**src/rtl/btb_update_ctrl.sv**
```systemverilog
// BTB write-port sequencer: FIFO-buffered EX updates plus a full invalidate sweep on flush.
// Optional statistics counters are enabled by defining BTB_CTRL_STATS_EN.
module btb_update_ctrl #(
    parameter int SET_LEN = 6,
    parameter int DEPTH   = 4
) (
    input  logic        clk,
    input  logic        rst_n,
    input  logic        upd_valid,
    input  logic        upd_taken,
    input  logic [29:0] upd_entry,
    input  logic [31:0] upd_target,
    output logic        upd_ready,
    input  logic        flush_req,
    output logic        flush_busy,
    output logic        pred_inhibit,
    output logic        btb_we,
    output logic        btb_real,
    output logic [29:0] btb_entry,
    output logic [31:0] btb_target
`ifdef BTB_CTRL_STATS_EN
    ,
    output logic [31:0] stat_insert,
    output logic [31:0] stat_inval,
    output logic [15:0] stat_sweeps,
    output logic [31:0] stat_fullcyc
`endif
);

    localparam int PTR_W = $clog2(DEPTH);
    localparam int CNT_W = PTR_W + 1;
    localparam logic [SET_LEN-1:0] IDX_LAST = {SET_LEN{1'b1}};
    localparam logic [SET_LEN-1:0] IDX_ONE  = SET_LEN'(1);
    localparam logic [PTR_W-1:0]   PTR_ONE  = PTR_W'(1);

    typedef enum logic [0:0] {
        ST_IDLE  = 1'b0,
        ST_SWEEP = 1'b1
    } state_t;

    state_t             state_r;
    logic [SET_LEN-1:0] sweep_idx_r;
    logic [PTR_W-1:0]   wr_ptr_r;
    logic [PTR_W-1:0]   rd_ptr_r;
    logic [CNT_W-1:0]   count_r;
    logic               fifo_taken_r  [DEPTH];
    logic [29:0]        fifo_entry_r  [DEPTH];
    logic [31:0]        fifo_target_r [DEPTH];
    logic               flush_busy_r;
    logic               btb_we_r;
    logic               btb_real_r;
    logic [29:0]        btb_entry_r;
    logic [31:0]        btb_target_r;

    logic               full_s;
    logic               empty_s;
    logic               idle_s;
    logic               accept_s;
    logic               start_sweep_s;
    logic               pop_s;
    logic               bypass_s;
    logic               push_s;
    logic               issue_s;
    logic               issue_taken_s;
    logic [29:0]        issue_entry_s;
    logic [31:0]        issue_target_s;
    logic [SET_LEN-1:0] sweep_next_s;

    assign full_s        = (count_r == CNT_W'(DEPTH));
    assign empty_s       = (count_r == {CNT_W{1'b0}});
    assign idle_s        = (state_r == ST_IDLE);
    assign accept_s      = upd_valid & ~full_s;
    assign start_sweep_s = idle_s & flush_req;
    assign pop_s         = idle_s & ~flush_req & ~empty_s;
    // An update arriving at an empty, idle FIFO goes straight to the write port.
    assign bypass_s      = idle_s & ~flush_req & empty_s & accept_s;
    assign push_s        = accept_s & ~start_sweep_s & ~bypass_s;
    assign issue_s       = pop_s | bypass_s;
    assign sweep_next_s  = sweep_idx_r + IDX_ONE;

    assign upd_ready    = ~full_s;
    assign flush_busy   = flush_busy_r;
    assign pred_inhibit = flush_busy_r;
    assign btb_we       = btb_we_r;
    assign btb_real     = btb_real_r;
    assign btb_entry    = btb_entry_r;
    assign btb_target   = btb_target_r;

    // Select the write source: FIFO head when queued, otherwise the incoming update.
    always_comb begin
        issue_taken_s  = upd_taken;
        issue_entry_s  = upd_entry;
        issue_target_s = upd_target;
        if (pop_s) begin
            issue_taken_s  = fifo_taken_r[rd_ptr_r];
            issue_entry_s  = fifo_entry_r[rd_ptr_r];
            issue_target_s = fifo_target_r[rd_ptr_r];
        end else begin
            issue_taken_s  = upd_taken;
            issue_entry_s  = upd_entry;
            issue_target_s = upd_target;
        end
    end

    // FIFO pointers and occupancy; a flush in IDLE discards everything pending.
    always_ff @(posedge clk or negedge rst_n) begin
        if (!rst_n) begin
            wr_ptr_r <= {PTR_W{1'b0}};
            rd_ptr_r <= {PTR_W{1'b0}};
            count_r  <= {CNT_W{1'b0}};
        end else if (start_sweep_s) begin
            wr_ptr_r <= {PTR_W{1'b0}};
            rd_ptr_r <= {PTR_W{1'b0}};
            count_r  <= {CNT_W{1'b0}};
        end else begin
            if (push_s) begin
                wr_ptr_r <= wr_ptr_r + PTR_ONE;
            end
            if (pop_s) begin
                rd_ptr_r <= rd_ptr_r + PTR_ONE;
            end
            count_r <= count_r + CNT_W'(push_s) - CNT_W'(pop_s);
        end
    end

    // FIFO payload storage.
    always_ff @(posedge clk) begin
        if (push_s) begin
            fifo_taken_r[wr_ptr_r]  <= upd_taken;
            fifo_entry_r[wr_ptr_r]  <= upd_entry;
            fifo_target_r[wr_ptr_r] <= upd_target;
        end
    end

    // Control FSM and registered BTB write port.
    always_ff @(posedge clk or negedge rst_n) begin
        if (!rst_n) begin
            state_r      <= ST_IDLE;
            sweep_idx_r  <= {SET_LEN{1'b0}};
            flush_busy_r <= 1'b0;
            btb_we_r     <= 1'b0;
            btb_real_r   <= 1'b0;
            btb_entry_r  <= 30'h0;
            btb_target_r <= 32'h0;
        end else begin
            case (state_r)
                ST_IDLE: begin
                    if (flush_req) begin
                        state_r      <= ST_SWEEP;
                        sweep_idx_r  <= {SET_LEN{1'b0}};
                        flush_busy_r <= 1'b1;
                        btb_we_r     <= 1'b1;
                        btb_real_r   <= 1'b0;
                        btb_entry_r  <= 30'h0;
                    end else if (issue_s) begin
                        btb_we_r    <= 1'b1;
                        btb_real_r  <= issue_taken_s;
                        btb_entry_r <= issue_entry_s;
                        if (issue_taken_s) begin
                            btb_target_r <= issue_target_s;
                        end
                    end else begin
                        btb_we_r <= 1'b0;
                    end
                end
                ST_SWEEP: begin
                    if (sweep_idx_r == IDX_LAST) begin
                        state_r      <= ST_IDLE;
                        sweep_idx_r  <= {SET_LEN{1'b0}};
                        flush_busy_r <= 1'b0;
                        btb_we_r     <= 1'b0;
                    end else begin
                        sweep_idx_r <= sweep_next_s;
                        btb_we_r    <= 1'b1;
                        btb_real_r  <= 1'b0;
                        btb_entry_r <= {{(30-SET_LEN){1'b0}}, sweep_next_s};
                    end
                end
                default: begin
                    state_r      <= ST_IDLE;
                    sweep_idx_r  <= {SET_LEN{1'b0}};
                    flush_busy_r <= 1'b0;
                    btb_we_r     <= 1'b0;
                end
            endcase
        end
    end

`ifdef BTB_CTRL_STATS_EN
    // Event counters; sweep writes never count as single-entry invalidates.
    always_ff @(posedge clk or negedge rst_n) begin
        if (!rst_n) begin
            stat_insert  <= 32'h0;
            stat_inval   <= 32'h0;
            stat_sweeps  <= 16'h0;
            stat_fullcyc <= 32'h0;
        end else begin
            if (issue_s && issue_taken_s) begin
                stat_insert <= stat_insert + 32'd1;
            end
            if (issue_s && !issue_taken_s) begin
                stat_inval <= stat_inval + 32'd1;
            end
            if ((state_r == ST_SWEEP) && (sweep_idx_r == IDX_LAST)) begin
                stat_sweeps <= stat_sweeps + 16'd1;
            end
            if (upd_valid && full_s) begin
                stat_fullcyc <= stat_fullcyc + 32'd1;
            end
        end
    end
`endif

endmodule
```
**config.mk**
```make
export PLATFORM = sky130hd
export DESIGN_NAME = btb_update_ctrl
export DESIGN_NICKNAME = d
export VERILOG_FILES = /design/src/rtl/btb_update_ctrl.sv
export SDC_FILE = /design/constraint.sdc
export NUM_CORES = 1
export LEC_CHECK = 0
export ABC_AREA = 1
export ABC_CLOCK_PERIOD_IN_PS = 5000
export BUFFER_PORTS_ARGS = -buffer_cell sky130_fd_sc_hd__buf_2
export CELL_PAD_IN_SITES_DETAIL_PLACEMENT = 1
export CELL_PAD_IN_SITES_GLOBAL_PLACEMENT = 1
export CORE_MARGIN = 1
export CORE_UTILIZATION = 47
export DETAILED_ROUTE_END_ITERATION = 12
export PLACE_DENSITY_LB_ADDON = 0.08
export SLEW_MARGIN = 15
export SYNTH_ARGS = -nofsm -noshare
export SYNTH_HDL_FRONTEND = slang
export SYNTH_SLANG_ARGS = --single-unit
```
**constraint.sdc**
```tcl
create_clock -name clk -period 5 [get_ports clk]
set_input_delay 0 -clock clk [delete_from_list [all_inputs] [get_ports clk]]
set_output_delay 0 -clock clk [all_outputs]
set_load 0.05 [all_outputs]
```
==> Word level (Yosys, flattened, before mapping) <==
Memory sizes are Yosys's and may differ from the RTL's.
Cells that the tools add are included.
{ "classes": {"add_sub_neg": 5, "n_eq_ne": 6, "mux": 30, "bitwise_logic": 15, "reduce_logical": 6} }
{ "ops": {"columns": ["cell", "n"], "rows": [
  ["30-bit two-way mux", 4],
  ["30-bit one-hot mux with 2 select lines", 1],
  ["32-bit two-way mux", 1],
  ["1-bit two-way mux", 12],
  ["6-bit two-way mux", 2],
  ["6-bit one-hot mux with 2 select lines", 1],
  ["1-bit bitwise AND", 8],
  ["2-bit two-way mux", 4],
  ["1-bit one-hot mux with 2 select lines", 4],
  ["6-bit by 1-bit adder with 6-bit output, second input constant", 1],
  ["6-bit equality test, second input constant", 1],
  ["1-bit inverter", 6],
  ["2-bit by 1-bit adder with 2-bit output, second input constant", 2],
  ["2-bit != test, second input constant", 2],
  ["2-bit AND reduction", 2],
  ["4-bit AND reduction", 1],
  ["2-bit nonzero test", 2],
  ["3-bit by 1-bit adder with 3-bit output", 1],
  ["3-bit equality test, second input constant", 1],
  ["3-bit zero test", 1],
  ["3-bit two-way mux", 1],
  ["3-bit by 2-bit != test with 1-bit output, second input constant", 1],
  ["3-bit by 1-bit subtractor with 3-bit output", 1],
  ["2-bit by 1-bit != test with 1-bit output, second input constant", 1],
  ["1-bit bitwise OR", 1]
]} }
{ "word_totals": {"register_bits": 79, "mem_bits_rw": 252, "inputBits": 67, "out_inout_bits": 67, "wordCells": 75, "mem_count": 3} }
{ "memory_table": {"columns": ["name", "words", "width", "read_ports", "rd_clocked_by_memory_dff", "write_ports", "line", "text"], "rows": [
  ["fifo_target_r", 4, 32, 1, 0, 1, "48", "logic [31:0] fifo_target_r [DEPTH];"],
  ["fifo_entry_r", 4, 30, 1, 0, 1, "47", "logic [29:0] fifo_entry_r [DEPTH];"],
  ["fifo_taken_r", 4, 1, 1, 0, 1, "46", "logic fifo_taken_r [DEPTH];"]
]} }

==> Logic depth before layout (Yosys ltp) <==
{ "logic_depth": {"word_depth": 9, "ltp_mapped": 15, "mapped_depth_nobuf": 14} }

==> Worst setup path after synthesis <==
Ideal clock, no wire load.
{ "synth_path": {"path_type": "flip-flop to flip-flop", "start": "reg state_r", "end": "mem fifo_entry_r[0][0] (enable)", "setup_ns": 0.484, "arrival_time_ns": 3.688, "t_required_ns": 4.516, "setup_slack_ns": 0.827, "stages_incl_launch_ff": 10, "n_path_buf": 1, "synth_period_minus_slack_ns": 4.173, "cell_sequence": "dfrtp_1 -> buf_6 -> nor2_8 -> inv_1 -> nor2_2 -> inv_1 -> nand2_1 -> nor2_1 -> inv_1 -> nor2_1"} }
{ "synth_via": {"elab_chain_len": 8, "elab_cells_between_ends": 11, "cone_classes": "2 x mux; 9 x bitwise"} }
{ "synth_rtl": {"columns": ["item", "line", "text"], "rows": [
  ["start: declaration", "41", "state_t state_r;"],
  ["start signal: assignment", "138", "state_r <= ST_IDLE;"],
  ["start signal: assignment", "149", "state_r <= ST_SWEEP;"],
  ["start signal: assignment", "168", "state_r <= ST_IDLE;"],
  ["1-bit inverter (no line) *", null, null],
  ["1-bit bitwise AND (3 in series)", "76", "assign bypass_s = idle_s & ~flush_req & empty_s & accept_s;"],
  ["1-bit inverter", "77", "assign push_s = accept_s & ~start_sweep_s & ~bypass_s;"],
  ["1-bit bitwise AND *", "77", null],
  ["1-bit two-way mux *", "128", "if (push_s) begin"],
  ["1-bit two-way mux (implied by the code) *", "130", "fifo_entry_r[wr_ptr_r] <= upd_entry;"],
  ["end: declaration", "47", null]
]} }
Every way passes the cells marked *; elsewhere a longest branch is shown, timed or not.

==> Worst setup path in the final report <==
{ "layout_path": {"start": "reg state_r", "end": "reg count_r[2]"} }
{ "layout_via": {"elab_chain_len": 9, "elab_cells_between_ends": 13, "cone_classes": "2 x add/sub; 1 x mux; 10 x bitwise"} }
{ "layout_rtl": {"columns": ["item", "line", "text"], "rows": [
  ["1-bit inverter (no line) *", null, null],
  ["1-bit bitwise AND", "74, 76", null],
  ["1-bit bitwise AND (2 in series)", "76", null],
  ["1-bit inverter", "77", null],
  ["1-bit bitwise AND", "77", null],
  ["3-bit by 1-bit adder with 3-bit output", "122", "count_r <= count_r + CNT_W'(push_s) - CNT_W'(pop_s);"],
  ["3-bit by 1-bit subtractor with 3-bit output", "122", null],
  ["3-bit two-way mux *", "111", "end else if (start_sweep_s) begin"],
  ["end signal: assignment", "110", "count_r <= {CNT_W{1'b0}};"],
  ["end signal: assignment", "114", "count_r <= {CNT_W{1'b0}};"],
  ["end signal: assignment", "122", null],
  ["end: declaration", "45", "logic [CNT_W-1:0] count_r;"]
]} }
Marks and branches as above.
A chain may end at the register's enable or synchronous reset.

==> results summary <==
The run finished with clean final reports. The number of warnings printed during yosys synthesis came out at 0. The internal power consumption is 5991 µW. The met1 usage came out at 30.66%. Pin placement for this block handled 134 I/O pins. STA classifies the critical path endpoint as a register. Fill cells in the final layout number 3000. The area of the core region came out at 0.02816 mm².

The total vias in the final route is 9679. The clock latency on the worst-skew pair is 510 ps. The maximum number of pins on one net before global-route repair is 72. At the end of routability-driven placement, the weighted congestion stood at 0.7955. The number of storage elements in the synthesis netlist came out at 331.

The clock passes through at most 3 buffers. The number of buffers created by CTS is 36. The critical path is of the reg -> reg type. The static leakage is 0.007035 µW. At the pin with the least slew margin, the transition time is 838.4 ps.

The switching share of power came out at 36.95%. When the netlist entered floorplanning its net count stood at 1335. The initial antenna violation count came to 1.

The clock period minus worst slack is 3229 ps. Dividing the detail-routed via count by the number of cells gives 5.252. The required time reported for the critical path endpoint is 5400 ps.

Measured along the x axis, the die boundary spans 172.3 µm. The top fanout value on the critical path is 31. The number of standard cells in the final layout excluding fillers is 1843.

The relative contribution of sequential cells to total power came out at 41.6%. The sequential cell area is 0.009549 mm². The total DRC errors in the routed layout came out at 0. By area the synthesized netlist is led by sky130_fd_sc_hd__edfxtp_1 (56%), sky130_fd_sc_hd__nand2_1 (15%), sky130_fd_sc_hd__dfrtp_1 (15%), sky130_fd_sc_hd__nand3_1 (8.3%), sky130_fd_sc_hd__buf_2 (1.1%). The detailed placement HPWL came out at 19470 µm. The number of cells on the worst reg-to-reg path is 15. The first detailed-routing pass took 4 iterations. The slowest stage of the critical path belongs to the cell sky130_fd_sc_hd__dfrtp_1.

Measured on the finished design, the core utilization comes to 58.27%. The worst slack at placement is 1781 ps. TritonCTS built the clock tree. The endpoint identified for the worst register-to-register timing path is count_r[2]. The worst register-to-register path begins at state_r. The accumulated negative setup slack came out at 0 ps. The clock drives 331 sinks. Global routing used 3.250% of the available met3 tracks. The combinational share of power is 29.6%.

For this run, the leading register cell type out of synthesis is sky130_fd_sc_hd__edfxtp_1. The proportion of netlist area held by the largest area contributor came out at 55.54%. Wires add up to 34200 µm. The top cell types in the final layout, fill and taps aside, are sky130_fd_sc_hd__nand2_1 (546), sky130_fd_sc_hd__edfxtp_1 (252), sky130_fd_sc_hd__nand3_1 (225). The die outline area is 0.02968 mm². The number of setup buffers added after CTS is 0.

The remaining global-route overflow is 0. The library cell used most frequently in the layout, excluding fill and tap cells, is sky130_fd_sc_hd__nand2_1. The finished cells cover 0.01641 mm². The total of buffers placed on input and output ports came out at 133.

The critical path goes through nor2_8 > inv_1 > nor2_4 > buf_4 > inv_1 > nand2_1 > nor2_1 > inv_1 > ha_1 > inv_1 > ha_1 > inv_1 > fa_1 > xor2_1 > nor2_1. After synthesis the cells add up to 0.01363 mm². The multi-input combinational cell area is 0.003628 mm². The min-delay analysis places its worst path in the category in -> async. The standard-cell row count is 61.

The number of enable flip-flop cells after synthesis came out at 252. The final-report hold violation count came out at 0. The mean routed wirelength per cell came out at 18.56 µm.

The power per unit of standard cell area came out at 579.0 mW/mm². After global routing, the most crowded layer is met2. Summed over all nets, the switching power comes to 3511 µW. The die height is 172.3 µm.

The clock network accounts for 28.8% of the total power. The share of cells above drive strength 1 came out at 14.96%. The met2 capacity usage during global routing is 42.81%.

The max-capacitance violation count is 0. The final net count came out at 1513. The cell area reported after detailed placement is 0.01455 mm². The fraction of synthesis flops using an asynchronous set or reset pin came out at 23.87%. The first routing iteration left 643 violations. The number of setup violations in the final report is 0. The element type at the critical path start is a register. The final period utilization came out at 64.59%.

The H-tree depth is 2. Across all setup checks in the final design, the least slack found is 1771 ps. On the worst path, the slowest cell contributes a delay of 540 ps. The overall track demand over capacity in global routing is 24.03%.

The initial cell density of the core is 48.38%. The arrival time of the worst setup path is 3630 ps. The portion of the post-synthesis area used by sequential elements came out at 70.05%. The number of pins exceeding their max-slew limit in the final report is 0.

The maximum VDD drop came out at 346.6 µV. The total placed cells including tap cells came out at 1713. Synthesis instantiated 34 different standard cells from the library. The via count of the first global-routing pass is 10340. The worst-case headroom to the max-slew limit is 44.10%.

The largest total area in the synthesized netlist belongs to sky130_fd_sc_hd__edfxtp_1. The highest achievable clock rate is 309.6 MHz. The clock input transition at the sequential cells of the worst setup and hold paths came out at 60 ps. Synthesis handed over a netlist of 1260 instances.

Setup repair after global routing left no endpoint under its margin. The area growth from synthesis to layout is 20.45%. The first-pass GRT wire length came out at 54770 µm. The internal reg-to-reg setup slack came out at 1770 ps.

The count of nets left with antenna violations once routing finished came out at 0. Clock tree synthesis selected as its root buffer the cell sky130_fd_sc_hd__clkbuf_16. A synthesized cell averages 10.81 µm². The cell type with the highest occurrence count on the critical path is sky130_fd_sc_hd__inv_1. Clock skew on the completed layout was measured at 14.33 ps.
## worst max-delay path: cells and delay by family (launching register included)
kind                     cells  cell delay [ps]
XOR/XNOR                     1              180
adder cells (fa/ha/maj)      3              850
buffers and inverters        6             1010
flip-flops                   1              540
AND/OR/NAND/NOR              5              530
## cell usage after synthesis (2+ instances only)
cell,count
sky130_fd_sc_hd__nand4_1,2
sky130_fd_sc_hd__inv_2,4
sky130_fd_sc_hd__buf_2,31
sky130_fd_sc_hd__clkbuf_1,19
sky130_fd_sc_hd__dfrtp_1,79
sky130_fd_sc_hd__nor2_1,15
sky130_fd_sc_hd__o21ai_0,10
sky130_fd_sc_hd__nand2_1,546
sky130_fd_sc_hd__buf_1,4
sky130_fd_sc_hd__inv_1,26
sky130_fd_sc_hd__ha_1,7
sky130_fd_sc_hd__a21oi_1,2
sky130_fd_sc_hd__nor2_2,2
sky130_fd_sc_hd__nand2_4,3
sky130_fd_sc_hd__buf_4,11
sky130_fd_sc_hd__nand3_2,2
sky130_fd_sc_hd__nand3_1,225
sky130_fd_sc_hd__o22ai_1,2
sky130_fd_sc_hd__buf_6,4
sky130_fd_sc_hd__edfxtp_1,252
## metal layers
layer / vias to the layer above / routed length, µm / part of all wire (%)
li1: 4592 / - / -
met1: 4853 / 14800 / 43
met2: 191 / 17490 / 51
met3: 43 / 1267 / 3.7
met4: 0 / 646 / 1.9
met5: - / 0 / 0
## power groups by stage
stage	Combinational (µW)	Clock, µW	Sequential [µW]
2_1_floorplan	1450	0	4540
3_3_place_gp	2730	0	3980
3_5_place_dp	2820	0	4000
4_1_cts	2870	2790	3960
5_1_grt	3120	2880	4020
6_report	2810	2740	3950
## final cells by class
type                            count  area share (%)
Multi-Input combinational cell    829           22.11
Clock inverter                     16           1.243
Sequential cell                   331           58.18
Clock buffer                       48           6.137
Timing Repair Buffer              209           8.691
Inverter                           31          0.7395
Antenna cell                        1         0.01525
Tap cell                          378           2.882
## state kept, by name (all words and copies together), names as in the netlist
register	cells
wr_ptr_r	2
btb_we	1
fifo_taken_r	4
btb_target	32
fifo_target_r	128
btb_entry	30
flush_busy	1
rd_ptr_r	2
sweep_idx_r	6
state_r	1
btb_real	1
fifo_entry_r	120
count_r	3
## worst max path at each step
stage / startpoint / endpoint / slack [ps] / cells past startpoint
finish: state_r / count_r[2] / 1770 / 15
global route: state_r / count_r[2] / 1570 / 15
CTS: state_r / count_r[2] / 1730 / 15
detailed placement: state_r / fifo_entry_r[0][24] / 1780 / 10
global placement: state_r / count_r[2] / 1850 / 10
floorplan: state_r / fifo_entry_r[0][0] / 830 / 9
## metrics by stage
stage	hold WS, ps	power (µW)
global route	52.50	10020
CTS	14.22	9617
global placement	-5.256	6717
finish	5.521	9502
detailed placement	7.964	6821
floorplan	-295.6	5999
## kinds of logic (layout without fill, tap and decap cells)
| family | count (synthesis) | count (layout) | share of synthesized area (%) |
|---|---|---|---|
| AO/OA/AOI/OAI | 19 | 19 | 0.7989 |
| buffers and inverters | 100 | 304 | 3.581 |
| adder cells (fa/ha/maj) | 8 | 8 | 0.7897 |
| XOR/XNOR | 2 | 2 | 0.1286 |
| flip-flops | 331 | 331 | 70.05 |
| other | 0 | 1 | 0 |
| AND/OR/NAND/NOR | 800 | 800 | 24.66 |
## timing repair
item | CTS | global route
resized for setup | 0 | 0
hold buffers | 65 | 0
endpoints found under the hold margin | 355 | 0
Power figures use the tool's default switching activity.
